$ cat src/rtl/t05_huff_decode_if.sv
// Bundle of the Huffman decoder's control, bit-stream, node-memory and character-sink signals.
// slave is the decoder side; master is the environment that drives it.
interface t05_huff_decode_if #(
    parameter int ADDR_W = 9
) ();
    logic                  start;
    logic [31:0]           tot_char;
    logic                  bit_in;
    logic                  bit_valid;
    logic                  bit_ready;
    logic                  node_req;
    logic [ADDR_W-1:0]     node_addr;
    logic                  node_ack;
    logic [2*ADDR_W+8:0]   node_data;
    logic [7:0]            char_out;
    logic                  char_valid;
    logic                  char_ready;
    logic                  done;
    logic                  err;

    modport master (
        output start, tot_char, bit_in, bit_valid, node_ack, node_data, char_ready,
        input  bit_ready, node_req, node_addr, char_out, char_valid, done, err
    );

    modport slave (
        input  start, tot_char, bit_in, bit_valid, node_ack, node_data, char_ready,
        output bit_ready, node_req, node_addr, char_out, char_valid, done, err
    );
endinterface

$ cat src/rtl/t05_huff_decode.sv
// Huffman bit-stream decoder: walks a code tree in external node memory one bit per branch
// and emits one character per leaf until the requested number of characters is produced.
module t05_huff_decode #(
    parameter int ADDR_W    = 9,
    parameter int MAX_DEPTH = 127,
    parameter int ROOT      = 0
) (
    input  logic                clk,
    input  logic                rst_n,
    t05_huff_decode_if.slave    bus
);
    localparam int                 DEPTH_W = $clog2(MAX_DEPTH + 1);
    localparam logic [DEPTH_W-1:0] MAX_D   = DEPTH_W'(MAX_DEPTH);
    localparam logic [DEPTH_W-1:0] ONE_D   = DEPTH_W'(1);
    localparam logic [ADDR_W-1:0]  ROOT_A  = ADDR_W'(ROOT);

    typedef enum logic [2:0] {
        S_IDLE  = 3'd0,
        S_FETCH = 3'd1,
        S_CHECK = 3'd2,
        S_BIT   = 3'd3,
        S_EMIT  = 3'd4,
        S_DONE  = 3'd5,
        S_ERR   = 3'd6
    } state_t;

    state_t              r_state;
    logic [ADDR_W-1:0]   r_cur;
    logic [DEPTH_W-1:0]  r_depth;
    logic [31:0]         r_count;
    logic [31:0]         r_tot;
    logic                r_leaf;
    logic [7:0]          r_char;
    logic [ADDR_W-1:0]   r_left;
    logic [ADDR_W-1:0]   r_right;
    logic                r_single;
    logic                r_bit_ready;
    logic                r_node_req;
    logic [ADDR_W-1:0]   r_node_addr;
    logic [7:0]          r_char_out;
    logic                r_char_valid;
    logic                r_done;
    logic                r_err;

    logic [31:0]         w_count_inc;
    logic [ADDR_W-1:0]   w_next_node;

    assign w_count_inc = r_count + 32'd1;
    assign w_next_node = bus.bit_in ? r_right : r_left;

    assign bus.bit_ready  = r_bit_ready;
    assign bus.node_req   = r_node_req;
    assign bus.node_addr  = r_node_addr;
    assign bus.char_out   = r_char_out;
    assign bus.char_valid = r_char_valid;
    assign bus.done       = r_done;
    assign bus.err        = r_err;

    // Decoder FSM; every handshake output is registered and changes only on state transitions.
    always_ff @(posedge clk or negedge rst_n) begin
        if (!rst_n) begin
            r_state      <= S_IDLE;
            r_cur        <= ROOT_A;
            r_depth      <= '0;
            r_count      <= 32'd0;
            r_tot        <= 32'd0;
            r_leaf       <= 1'b0;
            r_char       <= 8'd0;
            r_left       <= '0;
            r_right      <= '0;
            r_single     <= 1'b0;
            r_bit_ready  <= 1'b0;
            r_node_req   <= 1'b0;
            r_node_addr  <= '0;
            r_char_out   <= 8'd0;
            r_char_valid <= 1'b0;
            r_done       <= 1'b0;
            r_err        <= 1'b0;
        end else begin
            case (r_state)
                S_IDLE, S_DONE, S_ERR: begin
                    if (bus.start) begin
                        r_err <= 1'b0;
                        if (bus.tot_char == 32'd0) begin
                            r_done  <= 1'b1;
                            r_state <= S_DONE;
                        end else begin
                            r_done      <= 1'b0;
                            r_tot       <= bus.tot_char;
                            r_count     <= 32'd0;
                            r_cur       <= ROOT_A;
                            r_depth     <= '0;
                            r_node_req  <= 1'b1;
                            r_node_addr <= ROOT_A;
                            r_state     <= S_FETCH;
                        end
                    end
                end
                S_FETCH: begin
                    if (bus.node_ack) begin
                        r_leaf     <= bus.node_data[2*ADDR_W+8];
                        r_char     <= bus.node_data[2*ADDR_W+7 -: 8];
                        r_left     <= bus.node_data[2*ADDR_W-1 -: ADDR_W];
                        r_right    <= bus.node_data[ADDR_W-1:0];
                        r_node_req <= 1'b0;
                        r_state    <= S_CHECK;
                    end
                end
                S_CHECK: begin
                    r_single <= 1'b0;
                    if (r_leaf && (r_depth != '0)) begin
                        r_char_out   <= r_char;
                        r_char_valid <= 1'b1;
                        r_state      <= S_EMIT;
                    end else if (r_leaf) begin
                        // Root is itself a leaf: burn one bit per symbol so the stream stays aligned.
                        r_single    <= 1'b1;
                        r_bit_ready <= 1'b1;
                        r_state     <= S_BIT;
                    end else if (r_depth == MAX_D) begin
                        r_err   <= 1'b1;
                        r_state <= S_ERR;
                    end else begin
                        r_bit_ready <= 1'b1;
                        r_state     <= S_BIT;
                    end
                end
                S_BIT: begin
                    if (bus.bit_valid && r_bit_ready) begin
                        r_bit_ready <= 1'b0;
                        r_depth     <= r_depth + ONE_D;
                        if (r_single) begin
                            r_char_out   <= r_char;
                            r_char_valid <= 1'b1;
                            r_state      <= S_EMIT;
                        end else begin
                            r_cur       <= w_next_node;
                            r_node_addr <= w_next_node;
                            r_node_req  <= 1'b1;
                            r_state     <= S_FETCH;
                        end
                    end
                end
                S_EMIT: begin
                    if (bus.char_ready) begin
                        r_char_valid <= 1'b0;
                        r_count      <= w_count_inc;
                        if (w_count_inc == r_tot) begin
                            r_done  <= 1'b1;
                            r_state <= S_DONE;
                        end else begin
                            r_cur       <= ROOT_A;
                            r_depth     <= '0;
                            r_node_req  <= 1'b1;
                            r_node_addr <= ROOT_A;
                            r_state     <= S_FETCH;
                        end
                    end
                end
                default: begin
                    r_state <= S_IDLE;
                end
            endcase
        end
    end
endmodule

$ cat src/flat_wrapper.sv
// flat-port wrapper written by rule: the top's interface ports become plain ports
module t05_huff_decode_flat 
#(
    parameter int ADDR_W    = 9,
    parameter int MAX_DEPTH = 127,
    parameter int ROOT      = 0
)
  (clk, rst_n, bus_start, bus_tot_char, bus_bit_in, bus_bit_valid, bus_node_ack, bus_node_data, bus_char_ready, bus_bit_ready, bus_node_req, bus_node_addr, bus_char_out, bus_char_valid, bus_done, bus_err);
  t05_huff_decode_if #(.ADDR_W(ADDR_W)) bus_i ();
  input  logic clk;
  input  logic rst_n;
  input wire logic [$bits(bus_i.start)-1:0] bus_start;
  input wire logic [$bits(bus_i.tot_char)-1:0] bus_tot_char;
  input wire logic [$bits(bus_i.bit_in)-1:0] bus_bit_in;
  input wire logic [$bits(bus_i.bit_valid)-1:0] bus_bit_valid;
  input wire logic [$bits(bus_i.node_ack)-1:0] bus_node_ack;
  input wire logic [$bits(bus_i.node_data)-1:0] bus_node_data;
  input wire logic [$bits(bus_i.char_ready)-1:0] bus_char_ready;
  output wire logic [$bits(bus_i.bit_ready)-1:0] bus_bit_ready;
  output wire logic [$bits(bus_i.node_req)-1:0] bus_node_req;
  output wire logic [$bits(bus_i.node_addr)-1:0] bus_node_addr;
  output wire logic [$bits(bus_i.char_out)-1:0] bus_char_out;
  output wire logic [$bits(bus_i.char_valid)-1:0] bus_char_valid;
  output wire logic [$bits(bus_i.done)-1:0] bus_done;
  output wire logic [$bits(bus_i.err)-1:0] bus_err;
  assign bus_i.start = bus_start;
  assign bus_i.tot_char = bus_tot_char;
  assign bus_i.bit_in = bus_bit_in;
  assign bus_i.bit_valid = bus_bit_valid;
  assign bus_i.node_ack = bus_node_ack;
  assign bus_i.node_data = bus_node_data;
  assign bus_i.char_ready = bus_char_ready;
  assign bus_bit_ready = bus_i.bit_ready;
  assign bus_node_req = bus_i.node_req;
  assign bus_node_addr = bus_i.node_addr;
  assign bus_char_out = bus_i.char_out;
  assign bus_char_valid = bus_i.char_valid;
  assign bus_done = bus_i.done;
  assign bus_err = bus_i.err;
  t05_huff_decode #(.ADDR_W(ADDR_W), .MAX_DEPTH(MAX_DEPTH), .ROOT(ROOT)) u_core (.clk(clk), .rst_n(rst_n), .bus(bus_i));
endmodule
$ cat config.mk
export PLATFORM = sky130hd
export DESIGN_NAME = t05_huff_decode_flat
export DESIGN_NICKNAME = d
export VERILOG_FILES = /design/src/rtl/t05_huff_decode_if.sv /design/src/rtl/t05_huff_decode.sv /design/src/flat_wrapper.sv
export SDC_FILE = /design/constraint.sdc
export NUM_CORES = 1
export LEC_CHECK = 0
export CORE_UTILIZATION = 51
export DETAILED_ROUTE_END_ITERATION = 10
export PLACE_DENSITY = 0.89
export SLEW_MARGIN = 20
export SYNTH_ARGS = -nofsm -noshare
export SYNTH_HDL_FRONTEND = slang
export SYNTH_SLANG_ARGS = --single-unit
$ cat constraint.sdc
create_clock -name clk -period 2.81 [get_ports clk]
set_input_delay 0.281 -clock clk [delete_from_list [all_inputs] [get_ports clk]]
set_output_delay 0.281 -clock clk [all_outputs]
set_load 0.03 [all_outputs]
# Yosys cells after proc, flatten, opt, wreduce, memory -nomap -nowiden
# Index checks and enable logic that the tools add are counted.
[word_totals]
ff_bits = 124
in_bits = 66
output_inout_bits = 22
word_cells = 128
[op_classes]
n_addsub = 2
eq_ne = 22
n_mux = 63
bitwise_logic = 1
n_reduce_logical = 24
[op_table]
columns = ["cell", "n"]
rows = [
  ["32-bit 2-to-1 mux", 3],
  ["32-bit one-hot mux with 2 select lines", 1],
  ["9-bit 2-to-1 mux", 7],
  ["7-bit 2-to-1 mux", 5],
  ["32-bit by 1-bit adder with 32-bit output, second input constant", 1],
  ["32-bit == test", 1],
  ["32-bit zero test", 1],
  ["3-bit 2-to-1 mux", 10],
  ["9-bit one-hot mux with 3 select lines", 1],
  ["1-bit 2-to-1 mux", 25],
  ["8-bit 2-to-1 mux", 3],
  ["7-bit one-hot mux with 3 select lines", 1],
  ["4-bit AND reduction", 5],
  ["2-bit inequality test, second input constant", 8],
  ["8-bit one-hot mux with 2 select lines", 1],
  ["3-bit one-hot mux with 5 select lines", 1],
  ["2-bit by 1-bit inequality test with 1-bit output, second input constant", 5],
  ["5-bit AND reduction", 2],
  ["3-bit == test, second input constant", 3],
  ["8-bit AND reduction", 1],
  ["7-bit by 1-bit adder with 7-bit output, second input constant", 1],
  ["7-bit == test, second input constant", 1],
  ["7-bit AND reduction", 1],
  ["7-bit nonzero test", 1],
  ["other kinds (16)", 23],
]

# Depth between registers and ports, before layout
[logic_depth]
depth_word = 5
ltp_mapped = 11
ltp_nobuf = 10

# Worst setup path after synthesis
# No wires, ideal clock.
[synth_path]
path_kind = "flip-flop to flip-flop"
startpoint = "register u_core.r_count[0]"
endpoint = "register u_core.r_depth[5]"
arrival_ns = 2.819
path_slack_ns = -0.085
path_stages_with_launch = 11
synth_period_minus_slack_ns = 2.895
cell_sequence = "dfrtp_1 > ha_1 > nand3_2 > nor4_4 > nand3_4 > or4b_1 > a31o_1 > a2111oi_4 > nand2_4 > buf_12 > a21oi_4"
[synth_via]
elab_chain_cells = 4
[synth_lines]
columns = ["element", "line_no", "rtl"]
rows = [
  ["from (decl)", "t05_huff_decode.sv:30", "logic [31:0] r_count;"],
  ["from (signal assigned)", "t05_huff_decode.sv:147", "r_count <= w_count_inc;"],
  ["32-bit by 1-bit adder with 32-bit output", "t05_huff_decode.sv:48", "assign w_count_inc = r_count + 32'd1;"],
  ["32-bit == test", "t05_huff_decode.sv:148", "if (w_count_inc == r_tot) begin"],
  ["2-bit inequality test (no line)", "--", ""],
  ["6-bit AND reduction (no line)", "--", ""],
  ["to (signal assigned)", "t05_huff_decode.sv:131", "r_depth <= r_depth + ONE_D;"],
  ["to (decl)", "t05_huff_decode.sv:29", "logic [DEPTH_W-1:0] r_depth;"],
]
# Every way passes these cells.
# A chain may end at the register's enable or synchronous reset.

# Worst setup path in the final report
[layout_path]
startpoint = "register u_core.r_count[9]"
endpoint = "register u_core.r_depth[1]"
# The elaborated chain is that of the path after synthesis.

==> results.json <==
{
  "nNetsFinal": 891,
  "cp-start-kind": "flip-flop",
  "status": "complete, but fails checks",
  "seq_area_frac_synth": 0.446,
  "die_area_um2": 14100,
  "synthTopCellsByArea": "dfrtp_1, mux2_2, o21ai_0",
  "grt-ovfl-total": 0,
  "vdd_drop_max_v": 0.000575,
  "port_buffers": 87,
  "worstSetupPathType": "reg2reg",
  "drt_pass1_iterations": 5,
  "period_share": 1.03,
  "ys_types": 65,
  "crit_family": "simple AND/OR/NAND/NOR gates",
  "track_usage": 0.265,
  "grt_pass1_wl_mm": 29.4,
  "layout_setup_ws_ps": -79.2,
  "yosys.area.top_type": "dfrtp_1",
  "rows": 42,
  "cts_buffer_depth": 2,
  "synth_warnings": 0,
  "crit_top_cell": "buf_4",
  "core_um2": 13300,
  "path_buf_inv": 4,
  "crit_path_end_kind": "flip-flop",
  "place_congestion": 0.947,
  "drt_iter0_drc": 677,
  "grt_pass1_vias": 5997,
  "worst-path-max-fanout": 7,
  "worstPathCellList": "buf_4, nand4_1, buf_4, buf_4, or3_1, mux2i_1, a2111oi_0, nand4_1, nor4_4, nand2_4, buf_12, o21ai_2",
  "cp.required_ps": 3170,
  "via_per_inst": 6.01,
  "period_minus_slack_ps": 2890,
  "avgSynthCellArea_um2": 10.1,
  "ys.flop_type": "dfrtp_1",
  "crit_path_top_delay_cell": "a2111oi_0",
  "synth_edf_count": 0,
  "powerDensity_nw_per_um2": 903,
  "fin_setup_tns_ps": -1090,
  "ys_ff_latch": 124,
  "clk_pin_slew_ps": 50,
  "r2r_slack_ps": -80,
  "async_reset_ff_frac": 1.00,
  "postLayoutCoreUtil": 0.683,
  "clkLatencyLatePin_ps": 430,
  "cts_buffers": 17,
  "drt_wl_total_mm": 18.5,
  "drc": 0,
  "fp.dieH_um": 119,
  "cts-htree-levels": 4,
  "finalHoldViolCount": 0,
  "antenna_found_initial": 0,
  "cts_tree": "yes",
  "slew_viol_final": 0,
  "num_vias": 6075,
  "antenna_cells": 0,
  "synth_nets": 760,
  "hold_class": "in2async",
  "drive_gt1_frac": 0.247,
  "yosys.area.top_type_share": 0.446,
  "clock_skew_ps": 10.9,
  "pin_count": 88,
  "worstPathArrival_ps": 3240,
  "synth_cells": 691,
  "tightest_slew_ps": 694,
  "critPathMaxStageDelay_ps": 550,
  "clkSinkCount": 124,
  "drtAntennaViolNets": 0,
  "synth_area_um2": 6960,
  "dp_hpwl_mm": 12.7,
  "violations": "setup timing",
  "setup_viol": 16,
  "initial_core_util": 0.524,
  "rsz0062_at_grt": "yes",
  "maxCapViolations": 0,
  "final_common_cell": "dfrtp_1",
  "wl_per_cell_um": 18.3,
  "synthToLayoutAreaGrowth_pct": 30.5,
  "grt_max_degree": 53,
  "final_cell_mix": "dfrtp_1, clkdlybuf4s50_1, nor2_1, mux2_2, buf_4",
  "max_clock_freq_mhz": 346,
  "power_leakage_nw": 3.76,
  "fp.dieW_um": 119,
  "root_buffer": "clkbuf_16",
  "slew_headroom": 0.535
}
-- repair_timing --
action | CTS | global route
hold endpoints to repair | 50 | 0
gates resized for setup | 1 | 17
cloned | 0 | 0
setup endpoints to repair | 13 | 18
pin swaps | 3 | 8
setup buffers | 2 | 12
hold buffers | 1 | 0
-- per-stage QoR --
step / instance area (µm²) / hold WS, ps / total power (W) / worst slack [ps] / cells
5_1_grt: 9080 / 467 / 0.00865 / -161 / 1011
4_1_cts: 8920 / 449 / 0.00814 / 51.5 / 999
3_5_place_dp: 8350 / 360 / 0.00613 / -78.1 / 964
3_3_place_gp: 8350 / 354 / 0.00601 / 64.1 / 964
2_1_floorplan: 6980 / -14.6 / 0.00504 / 11.6 / 691
6_report: 9080 / 450 / 0.00821 / -79.2 / 1011
-- state kept, by name, summed over array words and instances (netlist names) --
name,count
u_core.r_single,1
u_core.r_char,8
u_core.r_right,9
u_core.r_left,9
u_core.bus.node_addr,9
u_core.bus.bit_ready,1
u_core.bus.err,1
u_core.bus.done,1
u_core.r_count,32
u_core.r_depth,7
u_core.bus.node_req,1
u_core.r_leaf,1
u_core.bus.char_valid,1
u_core.r_tot,32
u_core.r_state,3
u_core.bus.char_out,8
-- cell type report --
class                           instances  area (µm²)
Inverter                               11        41.3
Fill cell                             940        4210
Tap cell                              176         220
Timing Repair Buffer                  154        1450
Multi-Input combinational cell        514        3730
Clock inverter                         13        96.3
Sequential cell                       124        3100
Clock buffer                           19         443
-- worst paths after layout --
path | from | endpoint | cells after the start
max | u_core.r_count[9] | u_core.r_depth[1] | 12
min | rst_n | u_core.r_tot[17] | 2
max reg2reg | u_core.r_count[9] | u_core.r_depth[1] | 12
min reg2reg | u_core.r_char[5] | u_core.r_char[5] | 1
max in group asynchronous | rst_n | u_core.r_right[6] | 3
min in group clk | bus_node_data[26] | u_core.r_leaf | 3
-- synth_stat cells, types with 3 or more instances --
library cell	count
a211oi_1	3
a21oi_1	23
a21oi_4	10
a31oi_1	7
a41oi_1	3
and2_1	6
and3_1	18
buf_2	9
clkbuf_1	30
dfrtp_1	124
ha_1	3
inv_1	11
mux2_2	67
mux2i_1	13
nand2_1	42
nand2b_1	5
nand3_1	17
nand4_1	19
nor2_1	67
nor2b_1	6
nor3_1	17
nor4_1	12
o2111ai_1	3
o211ai_1	3
o21ai_0	59
o22ai_1	4
o31ai_1	15
o41ai_1	3
or3_1	3
xnor2_1	31
xor2_1	12
-- power by group --
part	switching [W]	total (W)	internal, W
clock network	0.000835	0.00198	0.00115
registers	0.000522	0.00293	0.00241
logic	0.00171	0.00329	0.00158
total	0.00307	0.00821	0.00514
-- routing by layer --
layer / vias up / global-route usage / share of wire
met5: - / 0 / 0
met4: 0 / 0.101 / 0.029
met3: 51 / 0.0800 / 0.081
met2: 321 / 0.446 / 0.50
met1: 2921 / 0.318 / 0.39
li1: 2782 / - / -
-- worst reg2reg max path, stage by stage, from the launching register on --
cell       delay [ps]
dfrtp_1           420
buf_4             150
nand4_1           110
buf_4             170
buf_4             130
or3_1             200
mux2i_1           130
a2111oi_0         550
nand4_1           240
nor4_4            280
nand2_4           150
buf_12            190
o21ai_2           110
-- kinds of logic after synthesis --
logic type               Yosys count  share of synthesized area
adder cells (fa/ha/maj)            4                    0.00683
multiplexers                      80                      0.127
AO/OA/AOI/OAI                    152                      0.152
XOR/XNOR                          43                     0.0541
buffers and inverters             53                     0.0325
flip-flops                       124                      0.446
AND/OR/NAND/NOR                  235                      0.182
(Power assumes the default switching activity.)
